## src/rtl/mem_burst_reader.sv

```systemverilog
//==============================================================================
// Module   : mem_burst_reader
// Brief    : Burst read controller streaming words from a flattened memory bus
//            over valid/ready; optional parity via MEM_BURST_READER_PARITY_EN.
// Revision : 1.0 - initial release
//==============================================================================
`default_nettype none

module mem_burst_reader #(
  parameter int M = 4
) (
  input  logic                           clk,
  input  logic                           rst,
  input  logic [(2**M)*(2**M)-1:0]       mem_q,
  input  logic                           start,
  input  logic [M-1:0]                   start_addr,
  input  logic [M:0]                     burst_len,
  input  logic                           dout_ready,
  output logic [(2**M)-1:0]              dout,
  output logic                           dout_valid,
  output logic [M-1:0]                   dout_addr,
  output logic                           busy,
  output logic                           done
`ifdef MEM_BURST_READER_PARITY_EN
  ,
  output logic                           dout_par
`endif
);

  localparam int          W        = 2**M;
  localparam logic [M:0]  FULL_LEN = {1'b1, {M{1'b0}}};
  localparam logic [M:0]  REM_ONE  = {{M{1'b0}}, 1'b1};
  localparam logic [M-1:0] ADDR_ONE = {{(M-1){1'b0}}, 1'b1};

  localparam logic [0:0] S_IDLE  = 1'b0;
  localparam logic [0:0] S_BURST = 1'b1;

  logic [0:0]   state;
  logic [0:0]   state_nxt;
  logic [M:0]   remaining;
  logic [M:0]   eff_len;
  logic [M-1:0] next_addr;
  logic [M-1:0] load_addr;
  logic [W-1:0] load_word;
  logic         handshake;
  logic         load_first;
  logic         load_next;
  logic         finish;

  // State register
  always_ff @(posedge clk) begin
    if (rst) begin
      state <= S_IDLE;
    end else begin
      state <= state_nxt;
    end
  end

  // Next-state logic
  always_comb begin
    state_nxt = state;
    case (state)
      S_IDLE:  if (start)  state_nxt = S_BURST;
      S_BURST: if (finish) state_nxt = S_IDLE;
      default: state_nxt = S_IDLE;
    endcase
  end

  // Output / control decode
  always_comb begin
    handshake  = 1'b0;
    load_first = 1'b0;
    load_next  = 1'b0;
    finish     = 1'b0;
    case (state)
      S_IDLE:  load_first = start;
      S_BURST: begin
        handshake = dout_ready;
        load_next = dout_ready && (remaining != REM_ONE);
        finish    = dout_ready && (remaining == REM_ONE);
      end
      default: ;
    endcase
  end

  // Zero or anything beyond the word count means a full sweep of memory
  always_comb begin
    if ((burst_len == '0) || (burst_len > FULL_LEN)) begin
      eff_len = FULL_LEN;
    end else begin
      eff_len = burst_len;
    end
  end

  assign next_addr = dout_addr + ADDR_ONE;
  assign load_addr = load_first ? start_addr : next_addr;
  assign load_word = mem_q[{load_addr, {M{1'b0}}} +: W];

  assign busy       = (state == S_BURST);
  assign dout_valid = (state == S_BURST);

  // Datapath: words are snapshotted at load so later memory changes never leak in
  always_ff @(posedge clk) begin
    if (rst) begin
      dout      <= '0;
      dout_addr <= '0;
      remaining <= '0;
      done      <= 1'b0;
`ifdef MEM_BURST_READER_PARITY_EN
      dout_par  <= 1'b0;
`endif
    end else begin
      done <= finish;
      if (load_first || load_next) begin
        dout      <= load_word;
        dout_addr <= load_addr;
        remaining <= load_first ? eff_len : (remaining - REM_ONE);
`ifdef MEM_BURST_READER_PARITY_EN
        dout_par  <= ^load_word;
`endif
      end
    end
  end

endmodule

`default_nettype wire

```

## config.mk

```make
export PLATFORM = sky130hd
export DESIGN_NAME = mem_burst_reader
export DESIGN_NICKNAME = d
export VERILOG_FILES = /design/src/rtl/mem_burst_reader.sv
export SDC_FILE = /design/constraint.sdc
export NUM_CORES = 1
export LEC_CHECK = 0
export CAP_MARGIN = 20
export CELL_PAD_IN_SITES_DETAIL_PLACEMENT = 0
export CELL_PAD_IN_SITES_GLOBAL_PLACEMENT = 1
export CORE_ASPECT_RATIO = 1.75
export CORE_MARGIN = 2
export CORE_UTILIZATION = 24
export DETAILED_ROUTE_END_ITERATION = 6
export PLACE_DENSITY_LB_ADDON = 0.1
export SYNTH_ARGS = -nofsm -noshare
export SYNTH_HDL_FRONTEND = slang
export SYNTH_SLANG_ARGS = --single-unit
```

## constraint.sdc

```tcl
create_clock -name clk -period 2.7 [get_ports clk]
set_input_delay 0.405 -clock clk [delete_from_list [all_inputs] [get_ports clk]]
set_output_delay 0.405 -clock clk [all_outputs]
set_load 0.05 [all_outputs]
```

Yosys cells after proc, flatten, opt, wreduce, memory -nomap -nowiden:

Cells that the tools add are included.
W data, S select, Z words.

* word-level logic and storage cells: 26
* flip-flop bits (word level): 27
* output and inout bits: 23
* memories kept: 0
* RAM bits: 0
* input port bits: 269
* bits in read-only memories: 0
* bits in latches: 0

* multiplexer cells: 9
* equal/unequal tests: 2
* add/sub/neg operators: 2
* magnitude comparators: 1
* multipliers: 0
* div/mod/pow operators: 0
* reductions and logical operators: 5
* shift-type cells: 1
* bitwise logic cells: 1

Operators by type and width (number)
* $shiftx A256 B9 Y16: 1
* $mux W5: 2
* $eq A5 B1 Y1 const B: 1
* $gt A5 B5 Y1 const B: 1
* $logic_not A5 Y1: 1
* $mux W1: 5
* $ne A5 B1 Y1 const B: 1
* $sub A5 B1 Y5 const B: 1
* $add A4 B1 Y4 const B: 1
* $mux W4: 1
* $logic_and A1 B1 Y1: 2
* $logic_or A1 B1 Y1: 2
* $pmux W1 S2: 1
* $not A1 Y1: 1

Logic depth before layout (Yosys ltp):

Gate-level depths: netlist of run 1.

* depth in word-level cells: 5
* mapped depth: 10
* depth with buffers taken out: 7

Least setup slack after synthesis of run 1:

OpenSTA, ideal clock, no wires.

* path type: reg-to-reg
* start point: register dout_addr[0]
* end point: register dout[3]
* setup time: 0.138 ns
* buffers on the path: 1
* cell stages (with the launch flop): 8
* data required time: 2.562 ns
* arrival time: 2.455 ns
* setup slack: 0.107 ns
* clock period less this slack: 2.593 ns
* path through: dfxtp_1 ha_1 clkinv_1 o21ai_1 clkbuf_1 mux4_2 o31ai_1 a311oi_2

* cells in the longest elaborated chain, start to end: 3

Ends and longest elaborated chain
* from (decl): RTL line 21 `output logic [M-1:0] dout_addr,`
* from (signal assigned): RTL line 116 `dout_addr <= load_addr;`
* $add A4 B1 Y4: RTL line 95 `assign next_addr = dout_addr + ADDR_ONE;`
* $mux W4: RTL line 96 `assign load_addr = load_first ? start_addr : next_addr;`
* $shiftx A256 B9 Y16: RTL line 97 `assign load_word = mem_q[{load_addr, {M{1'b0}}} +: W];`
* to (signal assigned): RTL line 115 `dout <= load_word;`
* to (decl): RTL line 19 `output logic [(2**M)-1:0] dout,`

Every way passes these cells.
A chain may end at the register's enable or synchronous reset.

Worst setup path in the final report of run 1:

* start point: input port start
* end point: register dout[2]

* cells in the longest elaborated chain, start to end: 3
* elaborated cells on any way between the ends: 4
* classes of those cells: 1 x shift; 2 x mux; 1 x reduce/logical

Ends and longest elaborated chain
* from (decl): RTL line 15 `input logic start,`
* $mux W1 *: RTL line 75 `case (state)`
* $mux W4: RTL line 96
* $shiftx A256 B9 Y16: RTL line 97

Mark *: on every way between the ends. The rest lies on a longest branch, timed or not.

==> impl_metrics.json, run 1 <==
{
  "dieArea_mm2": 0.01801,
  "drv_cap": 0,
  "relSlewSlack_pct": 35.26,
  "track_usage_pct": 24.39,
  "detail_route.wirelength_um": 22990,
  "die_w_um": 102.3,
  "critPathCaptureType": "flip-flop",
  "arrival_ns": 2.71,
  "cts.htree.levels": 1,
  "ant_nets": 0,
  "synth_seq_cells": 27,
  "row_count": 62,
  "grt_pass1_wl_um": 32690,
  "regToRegSetupSlack_ns": 0.28,
  "drv_slew": 0,
  "nets": 1068,
  "min_path_type": "reg -> reg",
  "synth_area_mm2": 0.004059,
  "antenna_found_initial": 2,
  "synth_edf_count": 0,
  "synth.most_common_cell": "o211ai_1",
  "cts-root-buf": "clkbuf_16",
  "final_layout_size_suffix_gt1_share_pct": 14.99,
  "crit_fanout": 15,
  "start_util_pct": 24.56,
  "worst_pin_slew_ns": 0.9709,
  "vias_per_cell": 5.226,
  "p_leak_nw": 2.738,
  "insertion_delay_ns": 0.28,
  "wl_per_cell_um": 22.54,
  "grt_use_met1_pct": 24.87,
  "io_buffers": 291,
  "status": "finished clean",
  "power.total_w": 0.002708,
  "clock_skew_ns": 0.006314,
  "synthTopCellsByCount": "161 x o211ai_1, 85 x inv_1, 37 x clkbuf_1",
  "vias": 5331,
  "synthesis.nets": 787,
  "first_pass_iters": 4,
  "area_growth_pct": 86.93,
  "setup_viol": 0,
  "finalInstanceArea_mm2": 0.007587,
  "use_met2_pct": 47.70,
  "min-delay-start": "dout_addr[1]",
  "synthArstFlopShare_pct": 0,
  "clk_pin_slew_ns": 0.07,
  "synth_flop_cell": "dfxtp_1",
  "synth.avg_cell_area_um2": 7.897,
  "clockBufferDepth": 2,
  "fp.coreArea_mm2": 0.01652,
  "dr.first_iter.drc_count": 191,
  "met3_usage_pct": 2.375,
  "r2r-start": "dout_addr[0]",
  "ir_worst_vdd_mv": 0.2113,
  "fmax_mhz": 384.8,
  "netlist_top_cells_area": "o211ai_1 30%, dfxtp_1 13%, mux2_2 9.2%, mux4_2 8.9%, inv_1 7.9%",
  "worstReg2RegEnd": "dout[2]",
  "post-route-period-util_pct": 96.25,
  "hold_viol": 0,
  "synth_top_area_share_pct": 29.78,
  "ioPinCount": 292,
  "min_delay_path_depth": 2,
  "yosysUniqueCellTypes": 38,
  "synthCells": 514,
  "die_y_um": 176.0,
  "fin_setup_tns_ns": 0,
  "hold_slack_ns": 0.5756,
  "yosysWarningCount": 0,
  "postPlaceCellArea_mm2": 0.007475,
  "first_global_vias": 5806,
  "grt-busiest-layer": "met2",
  "min_to": "dout_addr[1]",
  "seq_area_frac_synth_pct": 13.32,
  "clkSinkCount": 27,
  "path_class": "in -> reg",
  "critPathRequiredTime_ns": 2.81,
  "power_density_mw_per_mm2": 356.9,
  "dp_hpwl_um": 19420,
  "period_needed_ns": 2.599,
  "grt_start_max_net_pins": 43,
  "fin_util_pct": 45.92,
  "synth_largest_area_cell": "o211ai_1",
  "routabilityCongestion": 0.8736,
  "drcViolationCount": 0,
  "rsz0062_at_grt": "false",
  "overflow": 0,
  "tritoncts": "built",
  "worstRegToRegCells": 6,
  "cts_buffers": 3,
  "critPathLaunchType": "primary input"
}
-- cell usage in the layout, fill, tap and decap left out, drive strengths merged, types with 3 or more instances in the layout --
| master | instances |
|---|---|
| nand2 | 7 |
| o211ai | 161 |
| clkbuf | 3 |
| buf | 48 |
| nand3 | 4 |
| a21oi | 24 |
| mux4 | 16 |
| clkinv | 3 |
| nor2 | 11 |
| ha | 4 |
| xnor2 | 4 |
| o31ai | 17 |
| clkdlybuf4s50 | 291 |
| dfxtp | 27 |
| inv | 85 |
| a311oi | 16 |
| mux2 | 33 |
| a211oi | 20 |
| o21ai | 4 |
| nor3 | 3 |
-- kinds of logic (layout without fill, tap and decap cells) --
| group | Yosys count | after routing | share of synthesized area (%) |
|---|---|---|---|
| flip-flops | 27 | 27 | 13.32 |
| AO/OA/AOI/OAI | 244 | 244 | 45.75 |
| AND/OR/NAND/NOR | 34 | 34 | 4.193 |
| buffers and inverters | 150 | 430 | 16.18 |
| multiplexers | 49 | 49 | 18.03 |
| other | 0 | 2 | 0 |
| XOR/XNOR | 6 | 6 | 1.295 |
| adder cells (fa/ha/maj) | 4 | 4 | 1.233 |
-- worst max-delay path, stage by stage --
cell and delay (ns):
clkdlybuf4s50_1 0.47, or3b_1 0.44, o21ai_4 0.14, buf_12 0.23, mux4_2 0.54, o31ai_1 0.42
a311oi_2 0.05
-- report_power, final --
part	internal [W]	leakage, nW	switching (W)	total, W
logic	0.000920	2.47	0.000938	0.00186
registers	0.000447	0.224	0.0000418	0.000489
clock network	0.000201	0.0409	0.000160	0.000361
total	0.00157	2.74	0.00114	0.00271
-- final cells by class --
type / instances / area (um2)
clock buffers: 3 / 75.07
well taps: 224 / 280.3
inverters: 87 / 326.6
repair buffers: 339 / 3448
flip-flops and latches: 27 / 540.5
clock inverters: 1 / 5.005
fillers: 1636 / 8936
diodes: 2 / 5.005
multi-input cells: 337 / 2907
-- timing repair --
action / CTS / global route
buffers inserted: 0 / 2
resized for setup: 0 / 0
endpoints found under the setup margin: 0 / 11
hold buffers: 0 / 0
-- worst max-delay path by stage --
stage / startpoint / to / slack (ns) / depth (start not counted)
3_5_place_dp: start / dout[0] / -0.22 / 9
6_report: start / dout[2] / 0.10 / 7
5_1_grt: start / dout[2] / 0.04 / 7
4_1_cts: start / dout[0] / 0.06 / 9
2_1_floorplan: dout_addr[0] / dout[3] / 0.11 / 7
3_3_place_gp: start / dout[2] / -0.24 / 7
-- state kept, by name, summed over array words and instances (netlist names) --
name / count
done: 1
dout: 16
remaining: 5
dout_addr: 4
busy: 1
-- layer usage --
layer / share of wire [%] / routed length, um
met5: 0 / 0
met2: 56 / 12830
met1: 34 / 7902
met4: 5.1 / 1175
met3: 4.7 / 1078
-- metrics by stage --
step | setup slack, ns | std cells
floorplan | 0.1066 | 514
global placement | -0.2362 | 1012
detailed placement | -0.2225 | 1012
CTS | 0.06049 | 1016
global route | 0.03758 | 1020
finish | 0.1013 | 1020
No activity file was read; power rests on OpenSTA's default activity.
==> run 2, diff against run 1 <==
==> constraint.sdc (replaced) <==
create_clock -name clk -period 2.75 [get_ports clk]
set_input_delay 0.4125 -clock clk [delete_from_list [all_inputs] [get_ports clk]]
set_output_delay 0.4125 -clock clk [all_outputs]
set_load 0.05 [all_outputs]
==> run 2 against run 1 <==
Final area fell by 1.1%; via count down 2.5%; register-to-register slack better by 0.04 ns; sequential cell count stayed put; sequential share of layout area rose by 0.081 points; routed wire length down 6.4%; global-route usage down 1.6 points; critical endpoint is now dout[15]; setup slack worse by 0.017 ns; largest power group unchanged; non-clock buffer count decreased by 6.
==> impl_metrics.json, run 2 (synthesis results as in run 1) <==
{
  "seqPwrFrac_pct": 18.5,
  "crit_chain": "clkdlybuf4s50_1, or3b_1, o21ai_4, buf_12, buf_4, o211ai_1, a211oi_1, buf_4, a311oi_2",
  "power_density_mw_per_mm2": 344.8,
  "top_regs": "dout: 16 flops, remaining: 5 flops, dout_addr: 4 flops",
  "worstReg2RegEnd": "dout[15]",
  "layout_commonest_cell": "clkdlybuf4s50_1",
  "dieArea_mm2": 0.01801,
  "clkSinkCount": 27,
  "worst_pin_slew_ns": 0.9911,
  "crit_fanout": 21,
  "clk_pin_slew_ns": 0.08,
  "critPathCaptureType": "flip-flop",
  "routabilityCongestion": 0.8915,
  "clock_skew_ns": 0.007488,
  "cts_buffers": 3,
  "post_cts_buffers": 0,
  "critPathCapture": "dout[15]",
  "min_path_type": "reg -> reg",
  "r2r-start": "dout_addr[0]",
  "dr.first_iter.drc_count": 238,
  "cts.htree.levels": 1,
  "nets": 1062,
  "first_global_vias": 5623,
  "largest_register_ffs": 16,
  "fmax_mhz": 375.2,
  "first_pass_iters": 4,
  "critPathRequiredTime_ns": 2.86,
  "swShare_pct": 41.52,
  "final_cell_mix": "291 x clkdlybuf4s50_1, 161 x o211ai_1, 85 x inv_1",
  "wl_per_cell_um": 21.25,
  "regToRegSetupSlack_ns": 0.32,
  "worst_slack_ns": 0.08451,
  "drv_slew": 0,
  "arrival_ns": 2.78,
  "p_leak_nw": 2.694,
  "drcViolationCount": 0,
  "path_class": "in -> reg",
  "fin_setup_tns_ns": 0,
  "clockBufferDepth": 2,
  "path_common_cell": "buf_4",
  "ioPinCount": 292,
  "relSlewSlack_pct": 33.92,
  "critPathLaunchType": "primary input",
  "ant_nets": 0,
  "tritoncts": "built",
  "die_w_um": 102.3,
  "overflow": 0,
  "antenna_found_initial": 0,
  "detail_route.wirelength_um": 21510,
  "regMostFlops": "dout",
  "startpoint": "start",
  "vias_per_cell": 5.136,
  "setup_viol": 0,
  "io_buffers": 291,
  "fp.coreArea_mm2": 0.01652,
  "vias": 5198,
  "drv_cap": 0,
  "insertion_delay_ns": 0.28,
  "ctsHoldBuffers": 0,
  "dp_hpwl_um": 18040,
  "crit_path_max_incr_delay_ns": 0.48,
  "row_count": 62,
  "post-route-period-util_pct": 96.93,
  "ir_worst_vdd_mv": 0.2174,
  "hold_viol": 0,
  "grt_pass1_wl_um": 31070,
  "track_usage_pct": 22.83,
  "cts_repair_resize_count": 0,
  "cts-root-buf": "clkbuf_16",
  "power.net_switching_w": 0.001074,
  "start_util_pct": 24.56,
  "rsz0062_at_grt": "false",
  "p_clk_share_pct": 13.9,
  "final_layout_size_suffix_gt1_share_pct": 14.34,
  "worstRegToRegCells": 8,
  "preCtsSetupSlack_ns": -0.2112,
  "intPower_w": 0.001513,
  "power_frac_comb_pct": 67.6,
  "die_y_um": 176.0,
  "antenna_cells": 0,
  "grt_start_max_net_pins": 67,
  "status": "finished clean",
  "cp_slowest_cell": "clkdlybuf4s50_1",
  "period_needed_ns": 2.665,
  "area_growth_pct": 84.83
}
run 2: cell types whose count changed in the layout (fill, tap and decap cells not counted), sizes merged:
cell,change
buf,-6
clkinvlp,+1
diode,-2
clkinv,-1
run 2: how the worst min path moves through the flow:
stage / from / endpoint / slack [ns] / depth (start not counted)
floorplan: remaining[4] / remaining[4] / 0.55 / 3
global placement: dout_addr[1] / dout_addr[1] / 0.54 / 2
detailed placement: dout[11] / dout[11] / 0.54 / 4
CTS: dout[11] / dout[11] / 0.56 / 4
global route: dout_addr[1] / dout_addr[1] / 0.58 / 2
finish: dout[10] / dout[10] / 0.56 / 4
run 2: critical path: cells and delay by family:
family	cells	cell delay (ns)
simple gates	1	0.46
compound gates	4	0.75
buf+inv	4	1.13
run 2: cell type report:
| cell class | instances | area, um2 |
|---|---|---|
| clock buffer | 3 | 75.07 |
| clock inverter | 1 | 7.507 |
| fill | 1643 | 9021 |
| inverter | 87 | 326.6 |
| multi-input combinational | 337 | 2907 |
| sequential | 27 | 540.5 |
| tap | 224 | 280.3 |
| timing repair buffer | 333 | 3366 |
run 2: power by group through the flow:
stage,logic [W],clock network (W),registers [W]
2_1_floorplan,0.000800,0,0.000614
3_3_place_gp,0.00175,0,0.000487
3_5_place_dp,0.00175,0,0.000487
4_1_cts,0.00176,0.000371,0.000478
5_1_grt,0.00187,0.000384,0.000484
6_report,0.00175,0.000359,0.000478
run 2: through the flow:
stage / instance area (um2) / std cells / util (%) / hold slack [ns] / power (W)
floorplan: 4059 / 514 / - / 0.5534 / 0.001414
global placement: 7420 / 1008 / 44.90 / 0.5379 / 0.002237
detailed placement: 7420 / 1008 / 44.90 / 0.5432 / 0.002240
CTS: 7502 / 1012 / 45.40 / 0.5553 / 0.002607
global route: 7502 / 1012 / 45.40 / 0.5820 / 0.002735
finish: 7502 / 1012 / 45.40 / 0.5582 / 0.002587
run 2: per-layer routing:
metal	wire length, um	up-vias	global-route usage, %
met5	0	-	0
met4	601	0	6.278
li1	-	2532	-
met2	12130	206	45.59
met1	7650	2433	24.12
met3	1128	27	2.692
